<file path="config.mk">
export PLATFORM = sky130hd
export DESIGN_NAME = conv_4_mul_arbiter
export DESIGN_NICKNAME = d
export VERILOG_FILES = /design/src/rtl/conv_4_mul_pkg.sv /design/src/rtl/conv_4_mul_rr_pick.sv /design/src/rtl/conv_4_mul_arbiter.sv
export SDC_FILE = /design/constraint.sdc
export NUM_CORES = 1
export LEC_CHECK = 0
export BUFFER_PORTS_ARGS = -buffer_cell sky130_fd_sc_hd__buf_2
export CAP_MARGIN = 10
export CELL_PAD_IN_SITES_DETAIL_PLACEMENT = 0
export CELL_PAD_IN_SITES_GLOBAL_PLACEMENT = 2
export CORE_MARGIN = 2
export CORE_UTILIZATION = 34
export DETAILED_ROUTE_END_ITERATION = 16
export PLACE_DENSITY = 0.82
export SLEW_MARGIN = 20
export SYNTH_ARGS = -nofsm -noshare
export SYNTH_HDL_FRONTEND = slang
export SYNTH_SLANG_ARGS = --single-unit
</file>
<file path="constraint.sdc">
create_clock -name ap_clk -period 9.2 [get_ports ap_clk]
set_clock_uncertainty 0.2 [all_clocks]
set_input_delay 1.84 -clock ap_clk [delete_from_list [all_inputs] [get_ports ap_clk]]
set_output_delay 1.84 -clock ap_clk [all_outputs]
set_load 0.03 [all_outputs]
</file>
<file path="src/rtl/conv_4_mul_pkg.sv">
// conv_4_mul_pkg: shared widths and stage-A record for the conv_4 shared multiplier.
package conv_4_mul_pkg;
    localparam int MUL_A_W = 16;
    localparam int MUL_B_W = 8;
    localparam int MUL_P_W = 24;
    localparam int MUL_ID_MAX_W = 4;

    typedef struct packed {
        logic signed [MUL_A_W-1:0] din0;
        logic signed [MUL_B_W-1:0] din1;
        logic [MUL_ID_MAX_W-1:0]   id;
        logic                      valid;
    } mul_stage_a_t;
endpackage

</file>
<file path="src/rtl/conv_4_mul_rr_pick.sv">
// conv_4_mul_rr_pick: combinational round-robin pick of the first set bit at or above ptr, wrapping.
module conv_4_mul_rr_pick #(
    parameter int N  = 4,
    parameter int IW = $clog2(N)
) (
    input  logic [N-1:0]  req,
    input  logic [IW-1:0] ptr,
    output logic [N-1:0]  grant,
    output logic [IW-1:0] grant_idx,
    output logic          any
);
    always_comb begin
        grant_idx = '0;
        for (int i = N - 1; i >= 0; i--)
            if (req[(int'(ptr) + i) % N]) grant_idx = IW'((int'(ptr) + i) % N);
    end

    assign any   = |req;
    assign grant = any ? N'(1) << grant_idx : '0;
endmodule

</file>
<file path="src/rtl/conv_4_mul_arbiter.sv">
// conv_4_mul_arbiter: round-robin sharing of one signed 16x8 multiplier across NUM_REQ requesters.
module conv_4_mul_arbiter
    import conv_4_mul_pkg::*;
#(
    parameter int NUM_REQ = 4,
    parameter int ID_W    = $clog2(NUM_REQ)
) (
    input  logic                         ap_clk,
    input  logic                         ap_rst,
    input  logic [NUM_REQ-1:0]           req_valid,
    output logic [NUM_REQ-1:0]           req_ready,
    input  logic [NUM_REQ*MUL_A_W-1:0]   req_din0,
    input  logic [NUM_REQ*MUL_B_W-1:0]   req_din1,
    output logic                         out_valid,
    input  logic                         out_ready,
    output logic [MUL_P_W-1:0]           out_dout,
    output logic [ID_W-1:0]              out_id,
    output logic [31:0]                  stat_count
);
    mul_stage_a_t        a_q, a_d;
    logic                p_valid_q;
    logic [MUL_P_W-1:0]  p_dout_q;
    logic [ID_W-1:0]     p_id_q;
    logic [ID_W-1:0]     rr_ptr_q, rr_ptr_d;
    logic [31:0]         stat_q;
    logic [NUM_REQ-1:0]  grant;
    logic [ID_W-1:0]     grant_idx;
    logic                any, p_adv, a_adv, a_open, accept;

    conv_4_mul_rr_pick #(.N(NUM_REQ), .IW(ID_W)) u_pick (
        .req       (req_valid),
        .ptr       (rr_ptr_q),
        .grant     (grant),
        .grant_idx (grant_idx),
        .any       (any)
    );

    assign p_adv     = !p_valid_q || out_ready;
    assign a_adv     = !a_q.valid || p_adv;
    assign a_open    = a_adv && !ap_rst;
    assign accept    = any && a_open;
    assign req_ready = grant & {NUM_REQ{a_open}};
    assign rr_ptr_d  = accept ? (grant_idx == ID_W'(NUM_REQ - 1) ? '0 : grant_idx + 1'b1) : rr_ptr_q;

    always_comb begin
        a_d       = a_q;
        a_d.valid = a_q.valid && !p_adv;
        if (accept) begin
            a_d.din0  = req_din0[int'(grant_idx)*MUL_A_W +: MUL_A_W];
            a_d.din1  = req_din1[int'(grant_idx)*MUL_B_W +: MUL_B_W];
            a_d.id    = MUL_ID_MAX_W'(grant_idx);
            a_d.valid = 1'b1;
        end
    end

    always_ff @(posedge ap_clk) begin
        if (ap_rst) begin
            a_q       <= '0;
            p_valid_q <= 1'b0;
            p_dout_q  <= '0;
            p_id_q    <= '0;
            rr_ptr_q  <= '0;
            stat_q    <= '0;
        end else begin
            a_q      <= a_d;
            rr_ptr_q <= rr_ptr_d;
            if (p_adv) begin
                p_valid_q <= a_q.valid;
                p_dout_q  <= MUL_P_W'(a_q.din0) * MUL_P_W'(a_q.din1);
                // stage A carries a max-width tag; fold it back to this instance's tag width
                p_id_q    <= ID_W'(int'(a_q.id) % NUM_REQ);
            end
            if (out_valid && out_ready) stat_q <= stat_q + 32'd1;
        end
    end

    // masked during reset so an in-flight product can never complete a handshake
    assign out_valid  = p_valid_q && !ap_rst;
    assign out_dout   = p_dout_q;
    assign out_id     = p_id_q;
    assign stat_count = stat_q;
endmodule

</file>
; Word-level counts from Yosys, hierarchy flattened
; Cells that the tools add are included.
[totals]
word_cells = 60
input_bits = 103
out_inout_bits = 63
regBits = 88
[op_classes]
n_addsub = 5
magnitude_cmp = 4
shift = 3
n_mul = 1
n_eq_ne = 1
bitwise = 4
n_reduce_logical = 15
muxes = 18
[op_table]
columns = op, n
row1 = $shiftx A64 B7 Y16, 1
row2 = $add A32 B1 Y32 const B, 1
row3 = $shiftx A32 B6 Y8, 1
row4 = $mul A16 B8 Y24, 1
row5 = $lt A3 B4 Y1 const B, 3
row6 = $mux W2, 5
row7 = $bmux W1 S2, 4
row8 = $mux W1, 8
row9 = $reduce_or A2 Y1, 3
row10 = $logic_and A1 B1 Y1, 5
row11 = $add A2 B1 Y2 const B, 2
row12 = $add A2 B2 Y2 const B, 2
row13 = $and A4 B4 Y4, 1
row14 = $logic_not A1 Y1, 4
row15 = $mux W4, 1
row16 = $reduce_or A4 Y1, 1
row17 = $shl A1 B2 Y4 const A, 1
row18 = $and A1 B1 Y1 const A, 3
row19 = $lt A2 B3 Y1 const B, 1
row20 = $eq A2 B2 Y1 const B, 1
row21 = $logic_or A1 B1 Y1, 2

; Logic depth before layout (Yosys ltp)
[logic_depth]
ltp_word = 13
depth_mapped = 18
ltp_nobuf = 18

; Hierarchy
; Synthesis repeated with hierarchy kept, for this count alone.
[hier_totals]
cells_unflattened = 997
hier_area_um2 = 8730.9
[modules_own_cells]
columns = mod, area_each_um2, n_inst, cells_each, seq_area_each_um2
row1 = conv_4_mul_arbiter, 8519.4, 1, 964, 1761.7
row2 = conv_4_mul_rr_pick, 211.5, 1, 33, 0.0

; Worst setup path after synthesis
; Ideal clock, no wire load.
[synth_path]
path_type = input-to-output
start = in req_valid[0]
end = out req_ready[3]
n_path_buf = 2
path_slack_ns = 4.064
t_required_ns = 7.160
arrival_time_ns = 3.096
stages = 8
cell_sequence = nor2b_1 -> nor2_1 -> o22ai_1 -> clkbuf_1 -> buf_2 -> inv_1 -> ha_1 -> and2_1
[synth_via]
elab_chain_len = 10
word_cells_on_any_way = 19
cone_classes = shift (1) / mux (16) / bitwise (1) / reduce/logical (1)
[synth_lines]
columns = element, line
row1 = start: declaration, conv_4_mul_arbiter.sv:10  ; input logic [NUM_REQ-1:0] req_valid,
row2 = $bmux W1 S2, conv_4_mul_rr_pick.sv:15  ; if (req[(int'(ptr) + i) % N]) grant_idx = IW'((int'(ptr) + i) % N);
row3 = $mux W1 (not written as such) (2 in series), conv_4_mul_rr_pick.sv:15
row4 = $mux W2 (3 in series), conv_4_mul_rr_pick.sv:15
row5 = $mux W2 (*), conv_4_mul_rr_pick.sv:15
row6 = net grant_idx[1], conv_4_mul_arbiter.sv:27  ; logic [ID_W-1:0] grant_idx;
row7 = $shl A1 B2 Y4 (*), conv_4_mul_rr_pick.sv:19  ; assign grant = any ? N'(1) << grant_idx : '0;
row8 = $mux W4 (*), conv_4_mul_rr_pick.sv:19
row9 = $and A4 B4 Y4 (*), conv_4_mul_arbiter.sv:42  ; assign req_ready = grant & {NUM_REQ{a_open}};
row10 = end: declaration, conv_4_mul_arbiter.sv:11  ; output logic [NUM_REQ-1:0] req_ready,
; The timed path passes the listed nets; every way through them passes the cells marked *. The select of a mux whose other input is x is not followed.

; Final worst setup path
; Same ends and word-level chain as after synthesis.

==> impl_metrics.toml <==
[status]
status = "finished clean"

[drt]
drtAntennaViolNets = 0
drt_iter0_markers = 321
via_count = 6992
drtPass1Iterations = 5
wirelength_um = 22300
via_per_inst = 4.82
wire_per_inst_um = 15.3
post-route-drc-count = 0

[setup_path]
path_class = "input pin to output port"
cp.required_ps = 7160
timing.critical_path.slowest_stage_cell = "buf_4"
reg2regPathDepth = 15
end_kind = "output port"
r2r_setup_slack_ps = 3830
crit_arrival_ps = 3990
critPathMostFrequentCell = "buf_2"
cp_max_fo = 45
cp_cell_sequence = "buf_2 -> nor2b_1 -> nor2_1 -> o22ai_4 -> buf_4 -> inv_1 -> ha_1 -> and2_1 -> buf_2"
cp-start-kind = "input pin"
crit_path_max_incr_delay_ps = 690

[power]
powerDensity_mw_per_mm2 = 238
power.leakage_uw = 0.00497
ir_drop_uv = 114

[sta]
final_period_minus_worst_setup_slack_ps = 6030
setup_viol = 0
worstMarginPinSlew_ps = 937
slew_headroom_pct = 37.4
fmax_ghz = 0.166
hold_slack_ps = 248
slew_viol_final = 0
rsz0062_at_grt = "false"
fin_crit_sh_pct = 65.6
hold_violations = 0
tns_ps = 0

[synth]
syn_area_per_cell_um2 = 8.93
ys_seq_elements = 88
synth_edf_count = 0
syn_nets = 1230
seq_area_frac_synth_pct = 20.3
synth_flop_cell = "dfxtp_1"
yosysWarningCount = 0
postSynth.asyncResetShare_pct = 0
syn_inst = 974
synth_area_mm2 = 0.00870
ys_types = 57

[global_route]
grt_pass1_vias = 7445
grt_max_degree = 50
grt_pass1_wl_um = 37700
antenna_found_initial = 0
grtUsageTotal_pct = 17.7
gr-total-overflow = 0

[run]
cap_violations = 0

[clocking]
cts_resized = 0
cts_tree = "done"
htreeDepth = 3
cts_buffer_depth = 2
post_cts_buffers = 0
cts.root.buffer_cell = "clkbuf_16"
cts_buffers = 9
cts_hold_buf = 0
clk_pin_slew_ps = 60
clk_latency_ps = 360
clock-sinks = 88

[floorplanning]
fp-row-count = 58
core-area_mm2 = 0.0252
start_util_pct = 34.5
die_area_mm2 = 0.0269
io_pins = 166
die_w_um = 164
dieHeight_um = 164

[finish]
multi_input_area_mm2 = 0.00621
ff_latch_area_mm2 = 0.00176
final.fill_count = 2597
layout.nets = 1373
area_growth_pct = 16.6
antenna_cells = 0
drive_gt1_share_pct = 18.0
final_core_util_pct = 40.3

[placed_design]
routabilityCongestion = 0.783
post-dp-hpwl_um = 17200
port_buffers = 165

[worst_hold_path]
hold_path_class = "flop to flop"
whs_path_depth = 2
==> cell usage after synthesis, drive strengths merged, types with 7 or more instances <==
cell	count	share of area, %
a211oi	10	0.98
a21o	7	0.62
a21oi	38	2.2
and2	101	7.3
buf	12	0.81
clkbuf	26	1.4
dfxtp	88	20
fa	103	24
ha	50	7.2
inv	147	6.3
mux2i	48	5.5
nand2	77	3.3
nand2b	9	0.65
nand3	17	1.0
nand3b	25	2.2
nand4	7	0.50
nor2	66	2.8
o21ai	17	1.0
o221ai	24	2.4
or3	7	0.52
xnor2	26	2.6
xor2	21	2.1
==> worst paths after layout <==
kind | start | to
worst max-delay path | req_valid[0] | req_ready[3]
worst max register to register | a_q[12] | out_dout[23]
worst min register to register | out_dout[14] | out_dout[14]
worst min-delay path | out_dout[14] | out_dout[14]
==> state kept, by name (all words and copies together), names as in the netlist <==
register and count:
out_id 2, stat_count 32, a_q 27, rr_ptr_q 2, out_dout 24, p_valid_q 1
==> through the flow <==
stage | area (um2) | total power [uW] | setup WS (ps) | cells
global route | 10100 | 2690 | 3000 | 1452
CTS | 10100 | 2460 | 3100 | 1452
global placement | 9800 | 2000 | 3170 | 1436
detailed placement | 9800 | 2020 | 3110 | 1436
floorplan | 8700 | 1650 | 4060 | 974
finish | 10100 | 2410 | 3170 | 1452
==> power breakdown <==
part	leakage, uW	internal (uW)	total [uW]	switching (uW)
sequential	0.000723	442	530	87.6
clock	0.000166	255	431	176
combinational	0.00408	600	1450	850
==> routing by layer <==
| layer | wire [um] | global-route usage [%] | part of all wire [%] |
|---|---|---|---|
| met1 | 9530 | 21.6 | 43 |
| met2 | 11800 | 33.6 | 53 |
| met3 | 818 | 2.30 | 3.7 |
| met4 | 144 | 2.83 | 0.65 |
| met5 | 0 | 0 | 0 |
==> final cells by class <==
type / instances / area share (%)
clock inverter: 5 / 0.851
multi-input combinational: 701 / 61.3
sequential: 88 / 17.4
inverter: 147 / 5.44
timing repair buffer: 170 / 8.51
clock buffer: 11 / 2.49
tap: 330 / 4.07
==> critical path: cells and delay by family <==
family / cells / cell delay (ps)
and+or+nand+nor: 3 / 390
AOI/OAI and AO/OA: 1 / 380
adders and majority gates: 1 / 230
buffers and inverters: 4 / 1120
==> layout by cell type (no fill, tap or decap), types with 3 or more instances in the layout <==
master       n
buf_2      165
inv_1      147
fa_1       103
and2_1     100
dfxtp_1     88
nand2_1     76
nor2_1      66
ha_1        50
mux2i_1     48
a21oi_1     38
xnor2_1     26
nand3b_1    25
o221ai_1    24
xor2_1      21
nand3_1     16
o21ai_0     13
nand2b_1     9
clkbuf_16    9
a211oi_1     8
nand4_1      7
a21o_1       6
or3_1        6
nor3_1       5
buf_4        5
o21a_1       4
a31oi_1      3
o211ai_1     3
a22o_1       3
o21ai_1      3
and3_1       3
and4_1       3
==> cell families (layout without fill, tap and decap cells) <==
logic type | Yosys count | after routing | share of synthesized area, %
adder cells (fa/ha/maj) | 153 | 153 | 30.9
XOR/XNOR | 47 | 47 | 4.73
flip-flops | 88 | 88 | 20.3
buffers and inverters | 185 | 333 | 8.50
AND/OR/NAND/NOR | 330 | 330 | 20.1
AO/OA/AOI/OAI | 123 | 123 | 9.99
multiplexers | 48 | 48 | 5.53
(Power assumes the default switching activity.)
